<file path="src/rtl/tow_pkg.sv">
// Shared types and helpers for the tug-of-war rope core.
package tow_pkg;

  typedef enum logic [1:0] {
    ARMED = 2'd0,
    HOLD  = 2'd1,
    WIN   = 2'd2
  } tow_state_e;

  localparam int WINS_W = 4;

  function automatic int center(input int n);
    return (n - 1) / 2;
  endfunction

endpackage

</file>
<file path="src/rtl/tow_flasher.sv">
// Win-state LED flasher: blinks the rope marker while the game is won.
// Only compiled when TOW_WIN_FLASH_EN is defined.
`ifdef TOW_WIN_FLASH_EN
module tow_flasher #(
  parameter int N_POS   = 9,
  parameter int FLASH_W = 4
) (
  input  logic             clk,
  input  logic             rst,
  input  logic             win_entry_i,
  input  logic             in_win_i,
  input  logic [N_POS-1:0] leds_i,
  output logic [N_POS-1:0] leds_o
);

  logic [FLASH_W-1:0] cnt_q;

  always_ff @(posedge clk) begin
    if (rst || win_entry_i) begin
      cnt_q <= '0;
    end else if (in_win_i) begin
      cnt_q <= cnt_q + 1'b1;
    end
  end

  // MSB splits the counter period into equal on and off halves.
  assign leds_o = (in_win_i && cnt_q[FLASH_W-1]) ? '0 : leds_i;

endmodule
`endif

</file>
<file path="src/rtl/tow_rope_fsm.sv">
// Tug-of-war rope core: moves a one-hot marker on latch-stage decisions,
// re-arms the latch via clear, detects wins. Optional TOW_WIN_FLASH_EN blinks the win LED.
module tow_rope_fsm
  import tow_pkg::*;
#(
  parameter int N_POS    = 9,
  parameter int COOLDOWN = 16,
  parameter int FLASH_W  = 4
) (
  input  logic              clk,
  input  logic              rst,
  input  logic              push,
  input  logic              tie,
  input  logic              right,
  input  logic              pb_l,
  input  logic              pb_r,
  input  logic              new_game,
  output logic              clear,
  output logic [N_POS-1:0]  leds,
  output logic              game_over,
  output logic              winner_right,
  output logic [WINS_W-1:0] wins_l,
  output logic [WINS_W-1:0] wins_r,
  output logic [1:0]        dbg_state
);

  localparam int POS_W = $clog2(N_POS);
  localparam int CD_W  = $clog2(COOLDOWN + 1);
  localparam logic [POS_W-1:0] POS_C   = POS_W'(center(N_POS));
  localparam logic [POS_W-1:0] POS_MAX = POS_W'(N_POS - 1);
  localparam logic [CD_W-1:0]  CD_INIT = CD_W'(COOLDOWN - 1);

  if (N_POS < 5 || (N_POS % 2) == 0 || COOLDOWN < 1 || FLASH_W < 1) begin : g_bad_param
    $error("tow_rope_fsm: illegal parameter combination");
  end

  function automatic logic [N_POS-1:0] marker(input logic [POS_W-1:0] p);
    return N_POS'(1) << p;
  endfunction

  tow_state_e        state_q;
  logic [POS_W-1:0]  pos_q, pos_d;
  logic [CD_W-1:0]   cd_q;
  logic              clear_q, go_q, wr_q;
  logic [WINS_W-1:0] wins_l_q, wins_r_q;
  logic [N_POS-1:0]  leds_q;
  logic              at_end, win_entry;

  always_comb begin
    pos_d = pos_q;
    if (!tie) begin
      pos_d = right ? pos_q + 1'b1 : pos_q - 1'b1;
    end
  end

  assign at_end    = (pos_d == '0) || (pos_d == POS_MAX);
  assign win_entry = (state_q == ARMED) && push && at_end;

  always_ff @(posedge clk) begin
    if (rst) begin
      state_q  <= HOLD;
      pos_q    <= POS_C;
      leds_q   <= marker(POS_C);
      cd_q     <= CD_INIT;
      clear_q  <= 1'b1;
      go_q     <= 1'b0;
      wr_q     <= 1'b0;
      wins_l_q <= '0;
      wins_r_q <= '0;
    end else begin
      case (state_q)
        ARMED: begin
          // push takes priority; new_game is meaningless outside WIN
          if (push) begin
            pos_q   <= pos_d;
            leds_q  <= marker(pos_d);
            cd_q    <= CD_INIT;
            clear_q <= 1'b1;
            if (at_end) begin
              state_q <= WIN;
              go_q    <= 1'b1;
              wr_q    <= (pos_d == POS_MAX);
              if (pos_d == POS_MAX) begin
                if (!(&wins_r_q)) wins_r_q <= wins_r_q + 1'b1;
              end else begin
                if (!(&wins_l_q)) wins_l_q <= wins_l_q + 1'b1;
              end
            end else begin
              state_q <= HOLD;
            end
          end
        end
        HOLD: begin
          if (cd_q != '0) begin
            cd_q <= cd_q - 1'b1;
          end else if (!pb_l && !pb_r) begin
            state_q <= ARMED;
            clear_q <= 1'b0;
          end
        end
        WIN: begin
          if (new_game) begin
            state_q <= HOLD;
            pos_q   <= POS_C;
            leds_q  <= marker(POS_C);
            cd_q    <= CD_INIT;
            go_q    <= 1'b0;
          end
        end
        default: begin
          state_q <= HOLD;
          clear_q <= 1'b1;
        end
      endcase
    end
  end

`ifdef TOW_WIN_FLASH_EN
  tow_flasher #(
    .N_POS   (N_POS),
    .FLASH_W (FLASH_W)
  ) u_flasher (
    .clk         (clk),
    .rst         (rst),
    .win_entry_i (win_entry),
    .in_win_i    (state_q == WIN),
    .leds_i      (leds_q),
    .leds_o      (leds)
  );
`else
  logic unused_win_entry;
  assign unused_win_entry = win_entry;
  assign leds = leds_q;
`endif

  assign clear        = clear_q;
  assign game_over    = go_q;
  assign winner_right = wr_q;
  assign wins_l       = wins_l_q;
  assign wins_r       = wins_r_q;
  assign dbg_state    = state_q;

endmodule
</file>
<file path="config.mk">
export PLATFORM = sky130hd
export DESIGN_NAME = tow_rope_fsm
export DESIGN_NICKNAME = d
export VERILOG_FILES = /design/src/rtl/tow_pkg.sv /design/src/rtl/tow_flasher.sv /design/src/rtl/tow_rope_fsm.sv
export SDC_FILE = /design/constraint.sdc
export NUM_CORES = 1
export LEC_CHECK = 0
export ABC_AREA = 0
export BUFFER_PORTS_ARGS = -buffer_cell sky130_fd_sc_hd__buf_2
export CAP_MARGIN = 30
export CORE_MARGIN = 5
export CORE_UTILIZATION = 31
export CTS_CLUSTER_DIAMETER = 120
export DETAILED_ROUTE_END_ITERATION = 6
export GPL_TIMING_DRIVEN = 0
export SYNTH_ARGS = -nofsm -noshare
export SYNTH_HDL_FRONTEND = slang
export SYNTH_HIERARCHICAL = 1
export SYNTH_SLANG_ARGS = --single-unit
</file>
<file path="constraint.sdc">
create_clock -name clk -period 3.1 [get_ports clk]
set_input_delay 0.62 -clock clk [delete_from_list [all_inputs] [get_ports clk]]
set_output_delay 0.62 -clock clk [all_outputs]
set_load 0.005 [all_outputs]
</file>
==> summary.md, run 1 <==
| Metric | Value |
|---|---|
| Status | complete, no violations |
| Antenna cells | 0 |
| Post-Syn Area | 1660 µm² |
| Drt drc | 0 |
| Reg2reg start | pos_q[1] |
| Ys Warns | 6 |
| Htree depth | 2 |
| Placeable Area | 5140 µm² |
| Pins Over Slew Limit | 0 |
| Crit path capture type | register |
| Layout fillers | 554 |
| CTS tree | built |
| Min Tclk post-route | 2.70 ns |
| Vias/cell | 4.93 |
| CP Launch Type | input port |
| Crit path DAT | 2.87 ns |
| Vias post-DR | 1,479 |
| Critical path launch point | right |
| 1st-iter DRT viols | 58 |
| Slew @ Worst Pin | 0.628 ns |
| Cell count after synthesis | 195 |
| Max-cap viol count | 0 |
| CTS Buf Count | 5 |
| Max rail drop VDD | 270 µV |
| Initial antenna violation count | 0 |
| Syn avg cell area | 8.50 µm² |
| Port-buffer cells | 27 |
| Synth cell types | 48 |
| Largest net degree at the start of global routing | 11 |
| Most frequent cells in the layout | 31 x dfxtp_1, 30 x buf_2, 20 x nor2_1 |
| FF+latch count, synth | 31 |
| Finished Layout Cells | 300 |
| Slew HR | 57.5% |
| Grt total ovfl | 0 |
| Final Skew | 0.00398 ns |
| Clock-pin slew of the registers on the worst-case setup and hold paths | 0.06 ns |
| Final Hold Viols | 0 |
| Fin Setup TNS | 0 ns |
| Hold/Removal Path Class | reg2reg |
| RSZ-0062 raised after global routing | false |
| First-pass GRT wire length | 6420 µm |
| Wire per inst | 12.4 µm |
| Critical path peak fanout | 6 |
| Worst Path Required | 3.27 ns |
| Crit share post-route | 87.0% |
| Final-report setup violation count | 0 |
| Max Clock Freq | 371 MHz |
| Routed Antenna Nets | 0 |
| Post-Syn Nets | 210 |
| Number of synthesized flops with an enable pin | 0 |
| TritonRoute pass-1 iters | 4 |
| Initial Utilization | 32.3% |
| DP HPWL | 2730 µm |
| I/O pins | 30 |
| Area grow syn2layout | 19.5% |
| Max Root-Sink Buffers | 2 |
| CP Class | in2reg |
| Nets@finish | 244 |
| Number of global-route vias before repair | 1,403 |
| GR Util All Layers | 11.2% |
| Register area share after synthesis | 37.4% |
| Die area | 6910 µm² |
| Clock latency on the worst-skew pair | 0.28 ns |
| Hold-fix buffers, CTS | 0 |
| # resized after CTS | 0 |
| Async set-or-reset flop fraction in the synthesized netlist | 0% |
| Lkg Pwr | 0.838 nW |
| Reg area | 621 µm² |
| Die H | 83.1 µm |
| Worst hold start | leds[3] |
| Final RePlAce weighted congestion | 0.704 |
| Most common cell after layout, fill and taps aside | dfxtp_1 |
| Share of cells above drive strength 1 | 20.9% |
| Routed WL | 3710 µm |
| Main synth FF type | dfxtp_1 |
| PwrDens | 410 nW/µm² |
| Final hold slack | 0.450 ns |
| # clock sinks | 31 |
| Multi-input logic area | 970 µm² |
| Inst Count DP | 292 |
| Row count | 26 |
| Die X | 83.1 µm |
| Root buf cell | clkbuf_8 |
| Setup Buffers After CTS | 0 |
registers in the layout, summed over array words and instances (netlist names):
name / cells
game_over: 1
winner_right: 1
cd_q: 5
wins_l: 4
clear: 1
leds: 9
wins_r: 4
dbg_state: 2
pos_q: 4
where the power goes:
| group | switching (W) | total, W | internal [W] | leakage, nW |
|---|---|---|---|---|
| sequential | 0.00000312 | 0.000405 | 0.000402 | 0.251 |
| combinational | 0.0000372 | 0.0000607 | 0.0000235 | 0.536 |
| clock | 0.000144 | 0.000347 | 0.000202 | 0.0515 |
| total | 0.000184 | 0.000812 | 0.000628 | 0.838 |
metal layers:
layer / routed length [µm] / track usage, % / part of all wire, % / vias to the layer above
met2: 1600 / 17.9 / 43 / 27
met5: 0 / 0 / 0 / -
met4: 46 / 4.01 / 1.2 / 0
met3: 231 / 4.06 / 6.2 / 5
li1: - / - / - / 765
met1: 1830 / 13.9 / 49 / 682
logic make-up after synthesis:
group | synth area share (%)
AO/OA/AOI/OAI | 16.5
XOR/XNOR | 1.06
adder cells (fa/ha/maj) | 5.74
buffers and inverters | 4.08
flip-flops | 37.4
multiplexers | 5.81
AND/OR/NAND/NOR | 29.4
per-stage QoR:
step	worst slack [ns]	power [W]	utilization [%]	area, µm²
final	0.402	0.000812	38.5	1980
after global routing	0.226	0.000853	38.5	1980
after CTS	0.373	0.000828	38.5	1980
after detailed placement	0.0986	0.000475	36.6	1880
after global placement	0.0878	0.000474	36.6	1880
after floorplan	0.532	0.000457	-	1660
Yosys cell counts, drive strengths merged, types with 3 or more instances:
library cell	number	area share, %
dfxtp	31	37
nor2	20	4.5
nand2	15	3.4
a21oi	12	3.6
o21ai	12	3.6
nand2b	9	3.4
nand3	8	2.4
nor2b	8	3.0
clkbuf	6	1.4
ha	6	4.5
nor3	6	2.1
and3	5	1.9
inv	5	1.1
mux2	5	3.4
buf	4	1.6
mux2i	4	2.4
nor3b	3	1.7
nor4b	3	2.0
o31ai	3	1.4
worst paths after layout:
kind,slack (ns),depth (start not counted),to
setup / recovery,0.40,8,wins_r[2]
hold / removal,0.45,2,leds[3]
setup reg to reg,0.53,6,wins_r[2]
hold reg to reg,0.45,2,leds[3]
worst max-delay path, cell delays in order:
cell and delay, ns:
buf_2 0.13, inv_1 0.11, fa_1 0.52, nor3b_1 0.27, o221a_2 0.33, nand2_1 0.18, nor4b_2 0.34, mux2_2 0.36
layout make-up:
cell class | count | share of cell area (%)
buffer | 10 | 2.46
clock buffer | 8 | 5.05
inverter | 5 | 0.948
multi-input combinational | 149 | 49.0
sequential | 31 | 31.3
tap | 70 | 4.42
timing repair buffer | 27 | 6.82
(Power assumes the default switching activity.)
==> run 2, diff against run 1 <==
PLACE_DENSITY_LB_ADDON = 0.3   (was not set)
==> run 2 against run 1 <==
Compared with the run above:
- via count grew 1.7%
- die area unchanged
- critical path type unchanged
- non-clock buffer count unchanged
- critical path depth is the same
- sequential share of layout area did not move
==> summary.md, run 2 (synthesis gave the netlist of run 1 again) <==
| Metric | Value |
|---|---|
| Status | complete, no violations |
| GR Util All Layers | 11.2% |
| Most common cell after layout, fill and taps aside | dfxtp_1 |
| First-pass GRT wire length | 6530 µm |
| Antenna cells | 0 |
| Dpl cell area | 1880 µm² |
| CP max-delay cell | fa_1 |
| Die area | 6910 µm² |
| Crit path capture type | register |
| Int Power | 0.000628 W |
| Largest net degree at the start of global routing | 11 |
| # clock sinks | 31 |
| Layout fillers | 547 |
| # resized after CTS | 0 |
| Sw Ratio | 23.1% |
| Slew @ Worst Pin | 0.607 ns |
| Min Tclk post-route | 2.69 ns |
| Vias post-DR | 1,504 |
| Routed WL | 3690 µm |
| Max rail drop VDD | 232 µV |
| Final Skew | 0.00368 ns |
| Final RePlAce weighted congestion | 0.711 |
| Nets@finish | 244 |
| Drt drc | 0 |
| Clock latency on the worst-skew pair | 0.28 ns |
| Final-report setup violation count | 0 |
| Crit path DAT | 2.86 ns |
| Flip-flop count of the largest register after layout | 9 |
| Number of global-route vias before repair | 1,425 |
| TritonRoute pass-1 iters | 4 |
| CP Launch Type | input port |
| Clock power share | 43.0% |
| Lkg Pwr | 0.838 nW |
| Multi-input logic area | 970 µm² |
| Worst setup margin | 0.412 ns |
| Setup Buffers After CTS | 0 |
| CTS Buf Count | 5 |
| Max Root-Sink Buffers | 2 |
| Die H | 83.1 µm |
| 1st-iter DRT viols | 70 |
| Pre-CTS WS | 0.120 ns |
| Reg area | 621 µm² |
| Flop-to-flop setup slack | 0.55 ns |
| Hold/Removal Path Class | reg2reg |
| Crit path cell chain | buf_2, inv_1, fa_1, nor3b_1, o221a_2, nand2_1, nor4b_2, mux2_2 |
| Placeable Area | 5140 µm² |
| Max Clock Freq | 372 MHz |
| Crit share post-route | 86.7% |
| CTS tree | built |
| PwrDens | 412 nW/µm² |
| Crit path largest cell delay | 0.52 ns |
| Pins Over Slew Limit | 0 |
| Wire per inst | 12.3 µm |
| Initial Utilization | 32.3% |
| Die X | 83.1 µm |
| Share of cells above drive strength 1 | 20.9% |
| CP Class | in2reg |
| Critical path peak fanout | 6 |
| Vias/cell | 5.01 |
| DP HPWL | 2770 µm |
| RSZ-0062 raised after global routing | false |
| Hold-fix buffers, CTS | 0 |
| Routed Antenna Nets | 0 |
| Initial antenna violation count | 0 |
| Area grow syn2layout | 19.5% |
| Root buf cell | clkbuf_8 |
| Max-cap viol count | 0 |
| Net switching power | 0.000189 W |
| Row count | 26 |
| Most frequent cells in the layout | 31 x dfxtp_1, 30 x buf_2, 20 x nor2_1 |
| Post-route cell area | 1980 µm² |
| Clock-pin slew of the registers on the worst-case setup and hold paths | 0.06 ns |
| Final Hold Viols | 0 |
| Fin Setup TNS | 0 ns |
| Comb power frac | 7.4% |
| Slew HR | 59.0% |
| Grt total ovfl | 0 |
| I/O pins | 30 |
| Port-buffer cells | 27 |
| Worst Path Required | 3.27 ns |
| Flop pwr share | 49.6% |
| Htree depth | 2 |
==> run 2: cell counts in the layout (fill, tap and decap cells not counted) <==
No cell type changed its count.
==> run 2: path summary, 6_finish.rpt <==
path | start | depth (start not counted) | endpoint
min reg2reg | leds[1] | 2 | leds[1]
max | right | 8 | wins_r[2]
max reg2reg | pos_q[1] | 6 | wins_r[2]
min | leds[1] | 2 | leds[1]
==> run 2: per-stage QoR <==
step,hold slack (ns),utilization [%],cells,total power [W]
final,0.446,38.5,300,0.000817
after global routing,0.479,38.5,300,0.000862
after CTS,0.454,38.5,300,0.000827
after detailed placement,0.439,36.6,292,0.000476
after global placement,0.433,36.6,292,0.000474
after floorplan,0.449,-,195,0.000457
==> run 2: metal layers <==
metal  global-route usage, %  part of all wire (%)  vias to the layer above
met1                    14.5                    49                      698
met4                    1.78                  0.41                        0
met5                       0                     0                        -
li1                        -                     -                      769
met3                    4.95                   6.2                        4
met2                    17.5                    44                       33
==> run 2: area by class of cell <==
type	instances	share of cell area, %
multi-input cells	149	49.0
inverters	5	0.948
repair buffers	27	6.82
well taps	70	4.42
plain buffers	10	2.46
flip-flops and latches	31	31.3
clock buffers	8	5.05
==> run 2: worst max-delay path: cells and delay by family <==
family	cells	cell delay, ns
AO/OA/AOI/OAI	1	0.33
AND/OR/NAND/NOR	3	0.80
adder cells (fa/ha/maj)	1	0.52
buffers and inverters	2	0.22
multiplexers	1	0.36
==> run 2: power by group through the flow <==
stage          Clock (W)  Sequential [W]  Combinational (W)
6_report        0.000351        0.000405          0.0000604
5_1_grt         0.000387        0.000406          0.0000688
4_1_cts         0.000360        0.000405          0.0000617
3_5_place_dp           0        0.000414          0.0000616
3_3_place_gp           0        0.000414          0.0000597
2_1_floorplan          0        0.000413          0.0000438
==> run 3, diff against run 2 <==
CORE_ASPECT_RATIO = 0.9   (was not set)
==> run 3 against run 2 <==
Compared with the run above:
- via count down 2.3%
- total power up 7.9%
- utilization is 0.35 points lower
- combinational power about the same
- clock-buffer cell count down 2
- clock power is 19% higher
- highest routed layer unchanged
==> summary.md, run 3 (synthesis gave the netlist of run 1 again) <==
| Metric | Value |
|---|---|
| CTS Buf Count | 5 |
| Critical path peak fanout | 6 |
| Flip-flop count of the largest register after layout | 9 |
| Final Skew | 0.00788 ns |
| CTS tree | built |
| Crit path DAT | 2.85 ns |
| Final RePlAce weighted congestion | 0.750 |
| DP HPWL | 2740 µm |
| Final hold slack | 0.453 ns |
| Flop-to-flop setup slack | 0.55 ns |
| Reg2reg start | pos_q[1] |
| Worst Hold Path Cells | 2 |
| CP Launch Type | input port |
| Fin Setup TNS | 0 ns |
| Root buf cell | clkbuf_8 |
| Htree depth | 2 |
| Die H | 79.4 µm |
| Vias post-DR | 1,469 |
| Largest net degree at the start of global routing | 11 |
| First-pass GRT wire length | 6370 µm |
| 1st-iter DRT viols | 66 |
| R2r worst-path depth | 6 |
| Worst reg2reg path endpoint | wins_r[3] |
| Pre-CTS WS | 0.117 ns |
| Number of global-route vias before repair | 1,373 |
| Worst hold start | leds[2] |
| Routed Antenna Nets | 0 |
| I/O pins | 30 |
| # clock sinks | 31 |
| Share of cells above drive strength 1 | 21.3% |
| Port-buffer cells | 27 |
| Initial Utilization | 31.7% |
| # resized after CTS | 0 |
| Grt total ovfl | 0 |
| Nets@finish | 244 |
| CP Class | in2reg |
| Routed WL | 3750 µm |
| Clock-pin slew of the registers on the worst-case setup and hold paths | 0.07 ns |
| Max Root-Sink Buffers | 2 |
| Most frequent cells in the layout | 31 x dfxtp_1, 30 x buf_2, 20 x nor2_1 |
| Crit share post-route | 86.6% |
| Vias/cell | 4.95 |
| Max rail drop VDD | 228 µV |
| Final Hold Viols | 0 |
| RSZ-0062 raised after global routing | false |
| Clock latency on the worst-skew pair | 0.28 ns |
| PwrDens | 442 nW/µm² |
| Drt drc | 0 |
| Max-cap viol count | 0 |
| Initial antenna violation count | 0 |
| Slew HR | 59.9% |
| Most common cell after layout, fill and taps aside | dfxtp_1 |
| Worst Path Required | 3.27 ns |
| Slew @ Worst Pin | 0.594 ns |
| Status | complete, no violations |
| Lkg Pwr | 0.847 nW |
| Setup Buffers After CTS | 0 |
| Die X | 87.1 µm |
| Worst Hold End | leds[2] |
| Crit path capture type | register |
| Placeable Area | 5220 µm² |
| TritonRoute pass-1 iters | 4 |
| Antenna cells | 0 |
| Hold-fix buffers, CTS | 0 |
| Max Clock Freq | 373 MHz |
| Pins Over Slew Limit | 0 |
| Wire per inst | 12.6 µm |
| Area grow syn2layout | 20.3% |
| GR Util All Layers | 11.4% |
| Worst setup margin | 0.416 ns |
| Final-report setup violation count | 0 |
| Row count | 25 |
| Hold/Removal Path Class | reg2reg |
| Die area | 6910 µm² |
| Min Tclk post-route | 2.68 ns |
## run 3: how the worst max path moves through the flow
stage | depth (start not counted) | start | slack [ns] | end
global placement | 8 | right | 0.10 | wins_r[2]
CTS | 8 | right | 0.40 | wins_r[3]
finish | 8 | right | 0.42 | wins_r[3]
floorplan | 7 | right | 0.53 | wins_r[2]
detailed placement | 8 | right | 0.12 | wins_r[3]
global route | 8 | right | 0.25 | wins_r[3]
## run 3: per-layer routing
metal  GRT usage, %  up-vias  routed length [µm]
li1               -      765                   -
met1           15.7      670                1950
met4           3.74        0                  48
met3           3.61        8                 183
met5              0        -                   0
met2           16.5       26                1570
## run 3: layout make-up
type	count	area, µm²
clock inverter	2	35.0
clock buffer	6	82.6
multi-input combinational	149	970
timing repair buffer	27	135
fill	557	3230
buffer	10	48.8
inverter	5	18.8
tap	67	83.8
sequential	31	621
## run 3: critical path: stages
cell,delay (ns)
buf_2,0.12
inv_1,0.10
fa_1,0.52
nor3b_1,0.28
o221a_2,0.33
nand2_1,0.19
nor4_2,0.32
mux2_2,0.36
## run 3: power breakdown
group / internal, W / leakage (nW) / total [W] / switching (W)
Combinational: 0.0000233 / 0.536 / 0.0000602 / 0.0000369
Sequential: 0.000402 / 0.251 / 0.000405 / 0.00000317
Clock: 0.000260 / 0.0612 / 0.000416 / 0.000156
## run 3: stage by stage
stage / util (%) / instances / cell area (µm²) / total power, W
after floorplan: - / 195 / 1660 / 0.000457
after CTS: 38.2 / 297 / 1990 / 0.000898
after global routing: 38.2 / 297 / 1990 / 0.000921
after detailed placement: 35.9 / 289 / 1880 / 0.000475
after global placement: 35.9 / 289 / 1880 / 0.000474
final: 38.2 / 297 / 1990 / 0.000881
